File: config.mk
export PLATFORM = sky130hd
export DESIGN_NAME = game_ctrl
export DESIGN_NICKNAME = d
export VERILOG_FILES = /design/src/rtl/game_ctrl.sv
export SDC_FILE = /design/constraint.sdc
export NUM_CORES = 1
export LEC_CHECK = 0
export CORE_ASPECT_RATIO = 1.2
export CORE_MARGIN = 1
export CORE_UTILIZATION = 55
export DETAILED_ROUTE_END_ITERATION = 8
export MAX_ROUTING_LAYER = met4
export PLACE_DENSITY_LB_ADDON = 0.3
export REMOVE_ABC_BUFFERS = 1
export SYNTH_ARGS = -nofsm -noshare
export SYNTH_HDL_FRONTEND = slang
export SYNTH_SLANG_ARGS = --single-unit
export TNS_END_PERCENT = 5
File: constraint.sdc
create_clock -name clk -period 5.95 [get_ports clk]
set_input_delay 0.595 -clock clk [delete_from_list [all_inputs] [get_ports clk]]
set_output_delay 0.595 -clock clk [all_outputs]
set_load 0.02 [all_outputs]
File: src/rtl/game_ctrl.sv
// Frogger game-flow controller: game state, level, frog row, BCD score and sound requests.
// Optional high-score register enabled by defining GAME_CTRL_HISCORE_EN.
module game_ctrl #(
   parameter int ROWS        = 13,
   parameter int MAX_LEVEL   = 9,
   parameter int DEAD_FRAMES = 120,
   parameter int WIN_FRAMES  = 180,
   parameter int LEVEL_BONUS = 10
) (
   input  logic        clk,
   input  logic        rst_n,
   input  logic        btn_up_tick,
   input  logic        btn_down_tick,
   input  logic        btn_any_tick,
   input  logic        frame_tick,
   input  logic        collision,
   output logic [1:0]  state,
   output logic [3:0]  level,
   output logic [3:0]  frog_row,
   output logic [11:0] score_bcd,
   output logic [11:0] hiscore_bcd,
   output logic        snd_req,
   output logic [1:0]  snd_type,
   input  logic        snd_ack
);

   typedef enum logic [1:0] {MENU = 2'd0, PLAYING = 2'd1, DEAD = 2'd2, WIN = 2'd3} state_t;

   localparam logic [1:0] SND_PRESS = 2'd0;
   localparam logic [1:0] SND_NEXT  = 2'd1;
   localparam logic [1:0] SND_CRASH = 2'd2;
   localparam logic [1:0] SND_CELEB = 2'd3;

   localparam int MAXF = (DEAD_FRAMES > WIN_FRAMES) ? DEAD_FRAMES : WIN_FRAMES;
   localparam int TW   = $clog2(MAXF + 1);
   localparam int GOAL_ADD = LEVEL_BONUS + 1;
   // Goal reward (+1 row, +bonus) pre-encoded as BCD so one adder handles every score update.
   localparam logic [11:0] GOAL_BCD = {4'(GOAL_ADD / 100), 4'((GOAL_ADD / 10) % 10), 4'(GOAL_ADD % 10)};
   localparam logic [3:0]  TOP_ROW   = 4'(ROWS - 1);
   localparam logic [3:0]  LAST_LVL  = 4'(MAX_LEVEL);
   localparam logic [TW-1:0] DEAD_LAST = TW'(DEAD_FRAMES - 1);
   localparam logic [TW-1:0] WIN_LAST  = TW'(WIN_FRAMES - 1);

   function automatic logic [11:0] bcd_add(input logic [11:0] a, input logic [11:0] b);
      logic [4:0]  d;
      logic        c;
      logic [11:0] s;
      c = 1'b0;
      s = '0;
      for (int i = 0; i < 3; i++) begin
         d = {1'b0, a[i*4 +: 4]} + {1'b0, b[i*4 +: 4]} + {4'd0, c};
         c = (d > 5'd9);
         if (c) d = d - 5'd10;
         s[i*4 +: 4] = d[3:0];
      end
      return c ? 12'h999 : s;
   endfunction

   state_t          state_q, state_d;
   logic [3:0]      level_q, level_d, row_q, row_d, max_row_q, max_row_d, up_row;
   logic [11:0]     score_q, score_d;
   logic [TW-1:0]   timer_q, timer_d;
   logic            snd_req_q, snd_req_d, ev;
   logic [1:0]      snd_type_q, snd_type_d, ev_type;

   assign up_row = row_q + 4'd1;

   always_comb begin
      state_d   = state_q;
      level_d   = level_q;
      row_d     = row_q;
      max_row_d = max_row_q;
      score_d   = score_q;
      timer_d   = timer_q;
      ev        = 1'b0;
      ev_type   = SND_PRESS;
      case (state_q)
         MENU: begin
            row_d     = '0;
            max_row_d = '0;
            level_d   = 4'd1;
            score_d   = '0;
            if (btn_any_tick) begin
               state_d = PLAYING;
               ev      = 1'b1;
               ev_type = SND_PRESS;
            end
         end
         PLAYING: begin
            if (collision) begin
               state_d = DEAD;
               timer_d = '0;
               ev      = 1'b1;
               ev_type = SND_CRASH;
            end else if (btn_up_tick && !btn_down_tick) begin
               if (row_q < TOP_ROW) begin
                  row_d = up_row;
                  if (up_row == TOP_ROW) begin
                     score_d   = bcd_add(score_q, GOAL_BCD);
                     max_row_d = up_row;
                     ev        = 1'b1;
                     if (level_q == LAST_LVL) begin
                        state_d = WIN;
                        timer_d = '0;
                        ev_type = SND_CELEB;
                     end else begin
                        level_d   = level_q + 4'd1;
                        row_d     = '0;
                        max_row_d = '0;
                        ev_type   = SND_NEXT;
                     end
                  end else if (up_row > max_row_q) begin
                     max_row_d = up_row;
                     score_d   = bcd_add(score_q, 12'h001);
                  end
               end
            end else if (btn_down_tick && !btn_up_tick && row_q != 4'd0) begin
               row_d = row_q - 4'd1;
            end
         end
         default: begin
            // DEAD and WIN share the frame countdown; the completing tick returns to MENU.
            if (frame_tick) begin
               if (timer_q == ((state_q == DEAD) ? DEAD_LAST : WIN_LAST)) begin
                  state_d   = MENU;
                  timer_d   = '0;
                  row_d     = '0;
                  max_row_d = '0;
                  level_d   = 4'd1;
                  score_d   = '0;
               end else begin
                  timer_d = timer_q + 1'b1;
               end
            end
         end
      endcase
      snd_req_d  = ev | (snd_req_q & ~snd_ack);
      snd_type_d = ev ? ev_type : snd_type_q;
   end

   always_ff @(posedge clk or negedge rst_n) begin
      if (!rst_n) begin
         state_q    <= MENU;
         level_q    <= 4'd1;
         row_q      <= '0;
         max_row_q  <= '0;
         score_q    <= '0;
         timer_q    <= '0;
         snd_req_q  <= 1'b0;
         snd_type_q <= SND_PRESS;
      end else begin
         state_q    <= state_d;
         level_q    <= level_d;
         row_q      <= row_d;
         max_row_q  <= max_row_d;
         score_q    <= score_d;
         timer_q    <= timer_d;
         snd_req_q  <= snd_req_d;
         snd_type_q <= snd_type_d;
      end
   end

`ifdef GAME_CTRL_HISCORE_EN
   logic [11:0] hiscore_q;
   // Packed valid BCD orders the same as binary, so a plain compare works.
   always_ff @(posedge clk or negedge rst_n) begin
      if (!rst_n)                  hiscore_q <= '0;
      else if (score_q > hiscore_q) hiscore_q <= score_q;
   end
   assign hiscore_bcd = hiscore_q;
`else
   assign hiscore_bcd = 12'h000;
`endif

   assign state     = state_q;
   assign level     = level_q;
   assign frog_row  = row_q;
   assign score_bcd = score_q;
   assign snd_req   = snd_req_q;
   assign snd_type  = snd_type_q;

endmodule

# ---- Word level (Yosys, flattened, before mapping)
# Cells that the tools add are included.
dict set report op_classes {
  n_mux 66
  n_bitwise 4
  magnitude_cmp 7
  reduce_logical 15
  n_addsub 13
  eq_ne 18
}
# cell count
set ops {}
lappend ops {{12-bit 2-to-1 mux} 9}
lappend ops {{4-bit 2-to-1 mux} 23}
lappend ops {{8-bit 2-to-1 mux} 8}
lappend ops {{2-bit 2-to-1 mux} 14}
lappend ops {{5-bit by 4-bit > comparator with 1-bit output (second input constant)} 5}
lappend ops {{12-bit one-hot mux with 2 select lines} 1}
lappend ops {{4-bit one-hot mux with 2 select lines} 3}
lappend ops {{3-bit != test (second input constant)} 7}
lappend ops {{8-bit one-hot mux with 2 select lines} 1}
lappend ops {{4-bit by 1-bit adder with 5-bit output} 3}
lappend ops {{7-bit AND reduction} 2}
lappend ops {{2-bit != test (second input constant)} 6}
lappend ops {{6-bit AND reduction} 2}
lappend ops {{4-bit subtractor (second input constant)} 3}
lappend ops {{4-bit by 1-bit adder with 5-bit output (second input constant)} 2}
lappend ops {{4-bit by 1-bit adder with 4-bit output (second input constant)} 2}
lappend ops {{8-bit by 1-bit adder with 8-bit output (second input constant)} 1}
lappend ops {{4-bit equality test (second input constant)} 2}
lappend ops {{8-bit equality test} 1}
lappend ops {{3-bit nonzero test} 2}
lappend ops {{5-bit by 1-bit adder with 5-bit output} 1}
lappend ops {{1-bit 2-to-1 mux} 5}
lappend ops {{5-bit AND reduction} 1}
lappend ops {{4-bit > comparator} 1}
lappend ops {{other kinds (14)} 18}
dict set report totals {
  inputBits 8
  output_inout_bits 37
  word_cells 131
  regBits 37
}

# ---- Depth between registers and ports, before layout
# Gate-level depths: netlist (run 1).
dict set report logic_depth {
  word_depth 13
  depth_mapped 22
  ltp_nobuf 22
}

# ---- Worst setup path before layout (run 1)
# Ideal clock, no wire load.
dict set report synth_timing {
  path_type {reg-to-reg}
  start {register score_q[0], in the netlist score_bcd[0]}
  end {register score_q[3], in the netlist score_bcd[3]}
  setup_slack_ns 1.357
  synth_period_minus_slack_ns 4.593
  setup_ns 0.121
  required_time_ns 5.829
  arrival_time_ns 4.472
  n_path_buf 1
  stages_incl_launch_ff 23
  cell_sequence {dfrtp_1 > ha_1 > buf_2 > xnor2_1 > ha_1 > inv_1 > a311oi_1 > a2111oi_4 > inv_1 > ha_1 > inv_1 > ha_1 > inv_1 > and3_1 > a211oi_1 > ha_1 > ha_1 > nand2b_1 > a31oi_1 > nor3_1 > a21boi_0 > o311ai_0 > a22o_1}
}
dict set report synth_via {
  elab_chain_cells 13
  elab_cells_between_ends 20
  cone_classes {add/sub (6); order compare (5); mux (9)}
}
# item line_no
set synth_rtl {}
lappend synth_rtl {{start, declared} 61} ;# logic [11:0] score_q, score_d;
lappend synth_rtl {{start signal, assigned} 156} ;# score_q <= score_d;
lappend synth_rtl {{4-bit by 1-bit adder with 5-bit output *} 51} ;# d = {1'b0, a[i*4 +: 4]} + {1'b0, b[i*4 +: 4]} + {4'd0, c};
lappend synth_rtl {{5-bit by 4-bit > comparator with 1-bit output} 52} ;# c = (d > 5'd9);
lappend synth_rtl {{4-bit by 1-bit adder with 5-bit output} 51}
lappend synth_rtl {{5-bit by 4-bit > comparator with 1-bit output} 52}
lappend synth_rtl {{4-bit by 1-bit adder with 5-bit output} 51}
lappend synth_rtl {{5-bit by 4-bit > comparator with 1-bit output} 52}
lappend synth_rtl {{12-bit 2-to-1 mux} 56} ;# return c ? 12'h999 : s;
lappend synth_rtl {{12-bit 2-to-1 mux} 112} ;# end else if (up_row > max_row_q) begin
lappend synth_rtl {{12-bit 2-to-1 mux *} 98} ;# if (up_row == TOP_ROW) begin
lappend synth_rtl {{12-bit 2-to-1 mux *} 96} ;# if (row_q < TOP_ROW) begin
lappend synth_rtl {{12-bit 2-to-1 mux *} 95} ;# end else if (btn_up_tick && !btn_down_tick) begin
lappend synth_rtl {{12-bit 2-to-1 mux *} 90} ;# if (collision) begin
lappend synth_rtl {{12-bit one-hot mux with 2 select lines *} 77} ;# case (state_q)
# Mark *: on every way between the ends. The rest lies on a longest branch, timed or not. The select of a mux whose other input is x is not followed.
# A chain may end at the register's enable or synchronous reset.

# ---- Final worst setup path (run 1)
# Ends and elaborated chain as after synthesis.

==> impl_results.md, run 1 <==
* H-tree depth at 2
* Core area at 5300 um2
* Hold Fails Final Rpt at 0
* ANT cells at 0
* Post-synth cell types at 63
* TNS Setup at 0 ns
* Resize count post-CTS at 0
* DR WL/cell at 14.4 um
* EDFF count, synth at 0
* Leak pwr at 1.41 nW
* Detailed Route Iter0 Violations at 187
* Critical Path RT at 6.14 ns
* DR vias at 2614
* Max_slew headroom at 0.419
* Critical path endpoint category: register
* Largest net degree at the start of global routing at 38
* Clock latency on the worst-skew pair at 0.29 ns
* Cell Pwr Density at 335 nW/um2
* Max_cap viols at 0
* Area Growth Syn to Fin at 10.7%
* Synthesized instance count at 358
* Initial Utilization at 0.574
* Most common cell in the netlist: dfrtp_1
* Std cell rows at 29
* Sequential area share after synthesis at 0.305
* DR pass1 iterations at 4
* Clock Sinks at 37
* Gr ovfl total at 0
* Share of layout cells above drive strength 1 at 0.0449
* Commonest cells in the synthesized netlist: 36 x dfrtp_1, 35 x nand2_1, 31 x o21ai_0, 22 x ha_1, 21 x nor2_1
* Vias in the first global route at 2529
* Post-CTS Setup Bufs at 0
* CP Class: register to register
* Clock-pin transition on the worst setup and hold timing paths at 0.07 ns
* Crit Path Max Fanout at 8
* Hpwl dp at 4480 um
* Top area cells in the synthesized netlist: dfrtp_1 30%, ha_1 9.0%, o21ai_0 5.1%
* Area leader, netlist: dfrtp_1
* Deepest clock path buffer count at 2
* CTS root buf: clkbuf_8
* Ys async rst share at 1.00
* Post-Syn Area at 3040 um2
* Fin. max-slew vios at 0
* Nets@finish at 408
* Buffers on Ports at 32
* Startpoint Class: register
* Peak supply drop at 206 uV
* Initial antenna violation count at 0
* Placed cell area at 3280 um2
* Hold Crit Class: primary input to asynchronous set/reset pin
* Die Span X at 69.9 um
* Worst Clk Skew at 0.00352 ns
* Avg Synthesized Cell Area at 8.50 um2
* Post-route DRC at 0
* Share of the synthesized area in the top cell type at 0.296
* DR vias/cell at 5.93
* Status: completed
* Fill count at 489
* Period utilization at 0.856
* IO Pins at 45
* Unrepaired setup endpoints after global routing: no
* Util after Layout at 0.635
* Synth Register Bits at 37
* Setup ws final at 0.857 ns
* Total detailed-routing wirelength at 6370 um
* Worst R2R Path Depth at 21
* Slew @ Worst Pin at 0.869 ns
* First-pass GRT wire length at 11300 um
* Min Tclk post-route at 5.09 ns
* Main synth FF type: dfrtp_1
* Design area at 3370 um2
* Highest clock rate at 0.196 GHz
* Die Height at 83.5 um
* Hold Buf Count CTS at 0
* Die area at 5830 um2
* CTS Buf Count at 5
* # setup viols final at 0
* Placer Congestion at 0.844
* Yosys warns at 0
* Overall routing resource usage at 0.239
* CTS tree: built
* CP Data Arrival Time at 5.28 ns
* Routed Antenna Nets at 0
* Setup WS pre-CTS at 0.921 ns
path summary, 6_finish.rpt:
| check | from | end | slack, ns |
|---|---|---|---|
| max | score_bcd[0] | score_bcd[3] | 0.86 |
| min | rst_n | timer_q[5] | 0.39 |
| max reg2reg | score_bcd[0] | score_bcd[3] | 0.86 |
| min reg2reg | max_row_q[0] | max_row_q[0] | 0.50 |
| max in group asynchronous | rst_n | score_bcd[9] | 5.02 |
| min in group clk | max_row_q[0] | max_row_q[0] | 0.50 |
per-layer routing:
metal	GRT usage	wire, um	vias to the layer above	part of all wire
met5	-	0	-	0
met4	0.0709	65	0	0.010
met3	0.0435	288	8	0.045
met2	0.401	3180	71	0.50
met1	0.293	2840	1235	0.45
li1	-	-	1300	-
per-stage QoR:
stage,hold slack (ns),instances,total power [mW]
after floorplan,0.299,339,0.781
after global placement,0.471,433,0.940
after detailed placement,0.485,433,0.958
after CTS,0.430,441,1.14
after global routing,0.478,441,1.22
final,0.392,441,1.13
critical path, cell delays in order, from the launching register on:
cell       delay, ns
dfrtp_1         0.46
ha_1            0.33
xnor2_1         0.23
ha_1            0.26
inv_1           0.08
a311oi_1        0.35
a2111oi_4       0.11
inv_1           0.12
ha_1            0.17
inv_1           0.05
ha_1            0.39
inv_1           0.09
and3_1          0.15
a211oi_1        0.33
ha_1            0.27
ha_1            0.27
nand2b_1        0.16
a31oi_1         0.18
nor3_1          0.08
a21boi_0        0.44
o311ai_0        0.24
a22o_1          0.22
kinds of logic (layout without fill, tap and decap cells):
family | after synthesis | in the layout | synth area share
multiplexers | 5 | 5 | 0.0165
buffers and inverters | 49 | 59 | 0.0864
adder cells (fa/ha/maj) | 22 | 22 | 0.0905
flip-flops | 37 | 37 | 0.305
AO/OA/AOI/OAI | 104 | 104 | 0.248
other | 1 | 12 | 0.00123
AND/OR/NAND/NOR | 128 | 128 | 0.218
XOR/XNOR | 12 | 12 | 0.0346
registers in the layout, summed over array words and instances, names as in the netlist:
signal and cells:
score_bcd 12, timer_q 8, frog_row 4, level 4, max_row_q 4, snd_type 2, state 2, snd_req 1
layout make-up:
class	count	area, um2	share of cell area
inverters	19	71.3	0.0212
well taps	62	77.6	0.0230
clock buffers	7	76.3	0.0227
clock inverters	1	5.00	0.00149
multi-input cells	283	1890	0.562
repair buffers	32	315	0.0937
flip-flops and latches	37	927	0.275
placed cells by master, fill, tap and decap left out, types with 4 or more instances in the layout:
cell type        synthesis  routed
dfrtp_1                 36      36
nand2_1                 35      35
o21ai_0                 31      31
clkdlybuf4s50_1          0      31
ha_1                    22      22
nor2_1                  21      21
inv_1                   19      19
nand3_1                 19      19
a21oi_1                 14      14
conb_1                   1      12
a22o_1                  11      11
nand2b_1                11      11
xnor2_1                  9       9
nor2b_1                  8       8
a31oi_1                  7       7
nor3_1                   6       6
o31ai_1                  6       6
mux2i_1                  5       5
and3_1                   5       5
clkbuf_8                 0       5
nand3b_1                 4       4
where the power goes:
part           internal (mW)  switching (mW)
logic                  0.227           0.316
registers              0.320          0.0913
clock network         0.0823          0.0910
No activity file was read; power rests on OpenSTA's default activity.
==> run 2: changes to the inputs <==
--- a/config.mk
+++ b/config.mk
@@ -5,13 +5,16 @@
 export SDC_FILE = /design/constraint.sdc
 export NUM_CORES = 1
 export LEC_CHECK = 0
+export CELL_PAD_IN_SITES_DETAIL_PLACEMENT = 0
+export CELL_PAD_IN_SITES_GLOBAL_PLACEMENT = 1
 export CORE_ASPECT_RATIO = 1.2
 export CORE_MARGIN = 1
-export CORE_UTILIZATION = 55
+export CORE_UTILIZATION = 41
 export DETAILED_ROUTE_END_ITERATION = 8
 export MAX_ROUTING_LAYER = met4
 export PLACE_DENSITY_LB_ADDON = 0.3
 export REMOVE_ABC_BUFFERS = 1
+export SETUP_SLACK_MARGIN = 0.1
 export SYNTH_ARGS = -nofsm -noshare
 export SYNTH_HDL_FRONTEND = slang
 export SYNTH_SLANG_ARGS = --single-unit
==> impl_results.md, run 2 (synthesis gave the netlist of run 1 again) <==
* Status: finished, violations left (was completed)
* Violations in the final reports: DRC
* Most used cell, CP: ha_1 (unchanged)
* Max FFs per register at 12 (unchanged)
* Switching fraction of total power at 0.447 (was 0.442)
* CP top delay family: compound AO/OA/AOI/OAI gates (unchanged)
* Highest clock rate at 0.193 GHz (was 0.196 GHz)
* Fill count at 713 (was 489)
* ANT cells at 0 (unchanged)
* H-tree depth at 2 (unchanged)
* Min Tclk post-route at 5.17 ns (was 5.09 ns)
* Post-CTS Setup Bufs at 0 (unchanged)
* Peak supply drop at 151 uV (was 206 uV)
* Leak pwr at 1.41 nW (unchanged)
* Die area at 7770 um2 (was 5830 um2)
* Clock-pin transition on the worst setup and hold timing paths at 0.08 ns (was 0.07 ns)
* Commonest non-fill, non-tap cell in the layout: dfrtp_1 (unchanged)
* Hold Fails Final Rpt at 0 (unchanged)
* Met1 Resource Use GR at 0.239 (was 0.293)
* Routed Antenna Nets at 0 (unchanged)
* Reg area at 927 um2 (unchanged)
* Slew @ Worst Pin at 0.890 ns (was 0.869 ns)
* Initial Utilization at 0.421 (was 0.574)
* Max_slew headroom at 0.406 (was 0.419)
* DR WL/cell at 14.6 um (was 14.4 um)
* Hold Crit Class: primary input to asynchronous set/reset pin (unchanged)
* Std cell rows at 34 (was 29)
* Largest net degree at the start of global routing at 38 (unchanged)
* Hpwl dp at 4760 um (was 4480 um)
* DR vias at 2645 (was 2614)
* Buffers on Ports at 32 (unchanged)
* Post-route DRC at 1 (was 0)
* Max_cap viols at 0 (unchanged)
* DR vias/cell at 5.64 (was 5.93)
* Deepest clock path buffer count at 2 (unchanged)
* Placer Congestion at 0.814 (was 0.844)
* Die Span X at 80.6 um (was 69.9 um)
* Initial antenna violation count at 0 (unchanged)
* Overall routing resource usage at 0.196 (was 0.239)
* Area Growth Syn to Fin at 11.8% (was 10.7%)
* Share of power burned in registers at 0.362 (was 0.364)
* Worst r2r src: score_bcd[0] (unchanged)
* Unrepaired setup endpoints after global routing: no (unchanged)
* Most Used Layer, Global Route: met2 (unchanged)
* First-pass GRT wire length at 11700 um (was 11300 um)
* DR pass1 iterations at 6 (was 4)
* Most frequent cells in the layout: 36 x dfrtp_1, 35 x nand2_1, 31 x o21ai_0, 31 x clkdlybuf4s50_1, 22 x ha_1 (unchanged)
* Cell Pwr Density at 335 nW/um2 (about the same)
* Die Height at 96.4 um (was 83.5 um)
* Pint at 630 uW (was 629 uW)
* Worst Setup SP: score_bcd[0] (unchanged)
* Critical Path, Cell by Cell: ha_1 -> xnor2_1 -> ha_1 -> inv_1 -> a311oi_1 -> a2111oi_4 -> inv_1 -> ha_1 -> inv_1 -> ha_1 -> inv_1 -> and3_1 -> a211oi_1 -> ha_1 -> ha_1 -> nand2b_1 -> a31oi_1 -> nor3_1 -> a21boi_0 -> nand2_1 -> o32ai_1 (was ha_1 -> xnor2_1 -> ha_1 -> inv_1 -> a311oi_1 -> a2111oi_4 -> inv_1 -> ha_1 -> inv_1 -> ha_1 -> inv_1 -> and3_1 -> a211oi_1 -> ha_1 -> ha_1 -> nand2b_1 -> a31oi_1 -> nor3_1 -> a21boi_0 -> o311ai_0 -> a22o_1)
* Vias in the first global route at 2496 (was 2529)
* Critical Path RT at 6.14 ns (about the same)
* Gr ovfl total at 0 (unchanged)
* Critical path buffers and inverters at 4 (unchanged)
* Clock Sinks at 37 (unchanged)
* # setup viols final at 0 (unchanged)
* Area of the multi-input gates at 1890 um2 (unchanged)
* IO Pins at 45 (unchanged)
* TNS Setup at 0 ns (unchanged)
* Logic pwr share at 0.484 (was 0.482)
* Total detailed-routing wirelength at 6870 um (was 6370 um)
* Clock latency on the worst-skew pair at 0.29 ns (about the same)
* CP Class: register to register (unchanged)
* NetSw at 509 uW (was 499 uW)
* Share of layout cells above drive strength 1 at 0.0449 (unchanged)
* CP Data Arrival Time at 5.36 ns (was 5.28 ns)
* Crit Path Max Fanout at 8 (unchanged)
* Slowest cell on crit path: dfrtp_1 (unchanged)
* Power after layout at 1.14 mW (was 1.13 mW)
* Critical Path Max Stage Delay at 0.47 ns (was 0.46 ns)
* CTS tree: built (unchanged)
* Detailed Route Iter0 Violations at 80 (was 187)
* Resize count post-CTS at 0 (unchanged)
* Clock Power Share at 0.153 (was 0.154)
* Core area at 7230 um2 (was 5300 um2)
* Startpoint Class: register (unchanged)
* Nets@finish at 408 (unchanged)
* Grt met2 use at 0.333 (was 0.401)
* Fin. max-slew vios at 0 (unchanged)
* CTS Buf Count at 5 (unchanged)
* CTS root buf: clkbuf_8 (unchanged)
* Critical path endpoint category: register (unchanged)
* Hold Buf Count CTS at 0 (unchanged)
* GRT met3 Usage at 0.0275 (was 0.0435)
* Period utilization at 0.869 (was 0.856)
* Worst Clk Skew at 0.00758 ns (was 0.00352 ns)
-- run 2: power groups by stage --
stage                     registers [mW]  clock network (mW)  logic (mW)
after global routing               0.429               0.187       0.624
after CTS                          0.411               0.180       0.555
after detailed placement           0.416                   0       0.553
after global placement             0.411                   0       0.537
final                              0.413               0.175       0.552
after floorplan                    0.437                   0       0.344
-- run 2: final timing paths --
kind / endpoint / slack, ns / depth (start not counted)
min in group clk: max_row_q[0] / 0.49 / 2
setup / recovery: score_bcd[2] / 0.78 / 21
max in group asynchronous: level[2] / 4.99 / 1
hold reg to reg: max_row_q[0] / 0.49 / 2
setup reg to reg: score_bcd[2] / 0.78 / 21
hold / removal: timer_q[5] / 0.42 / 1
-- run 2: layer usage --
metal  wire length (um)  vias to the layer above
li1                   -                     1300
met1               3170                     1278
met2               3390                       58
met3                236                        9
met4                 71                        0
met5                  0                        -
-- run 2: through the flow --
| step | cell area (um2) | cells | utilization | worst slack, ns | hold WS, ns |
|---|---|---|---|---|---|
| 2_1_floorplan | 2890 | 339 | - | 1.38 | 0.299 |
| 3_5_place_dp | 3320 | 461 | 0.459 | 0.844 | 0.477 |
| 5_1_grt | 3400 | 469 | 0.470 | 0.311 | 0.495 |
| 4_1_cts | 3400 | 469 | 0.470 | 0.787 | 0.445 |
| 3_3_place_gp | 3320 | 461 | 0.459 | 1.07 | 0.466 |
| 6_report | 3400 | 469 | 0.470 | 0.782 | 0.416 |
-- run 2: cell type report --
type	count	area share
Clock inverter	1	0.00147
Sequential cell	37	0.273
Inverter	19	0.0210
Timing Repair Buffer	32	0.0927
Multi-Input combinational cell	283	0.557
Tap cell	90	0.0331
Clock buffer	7	0.0224
-- run 2: worst register-to-register path: cells and delay by family (launching register included) --
kind                     cells  cell delay (ns)
AO/OA/AOI/OAI                6             1.76
adder cells (fa/ha/maj)      6             1.71
AND/OR/NAND/NOR              4             0.55
flip-flops                   1             0.47
buffers and inverters        4             0.33
XOR/XNOR                     1             0.24
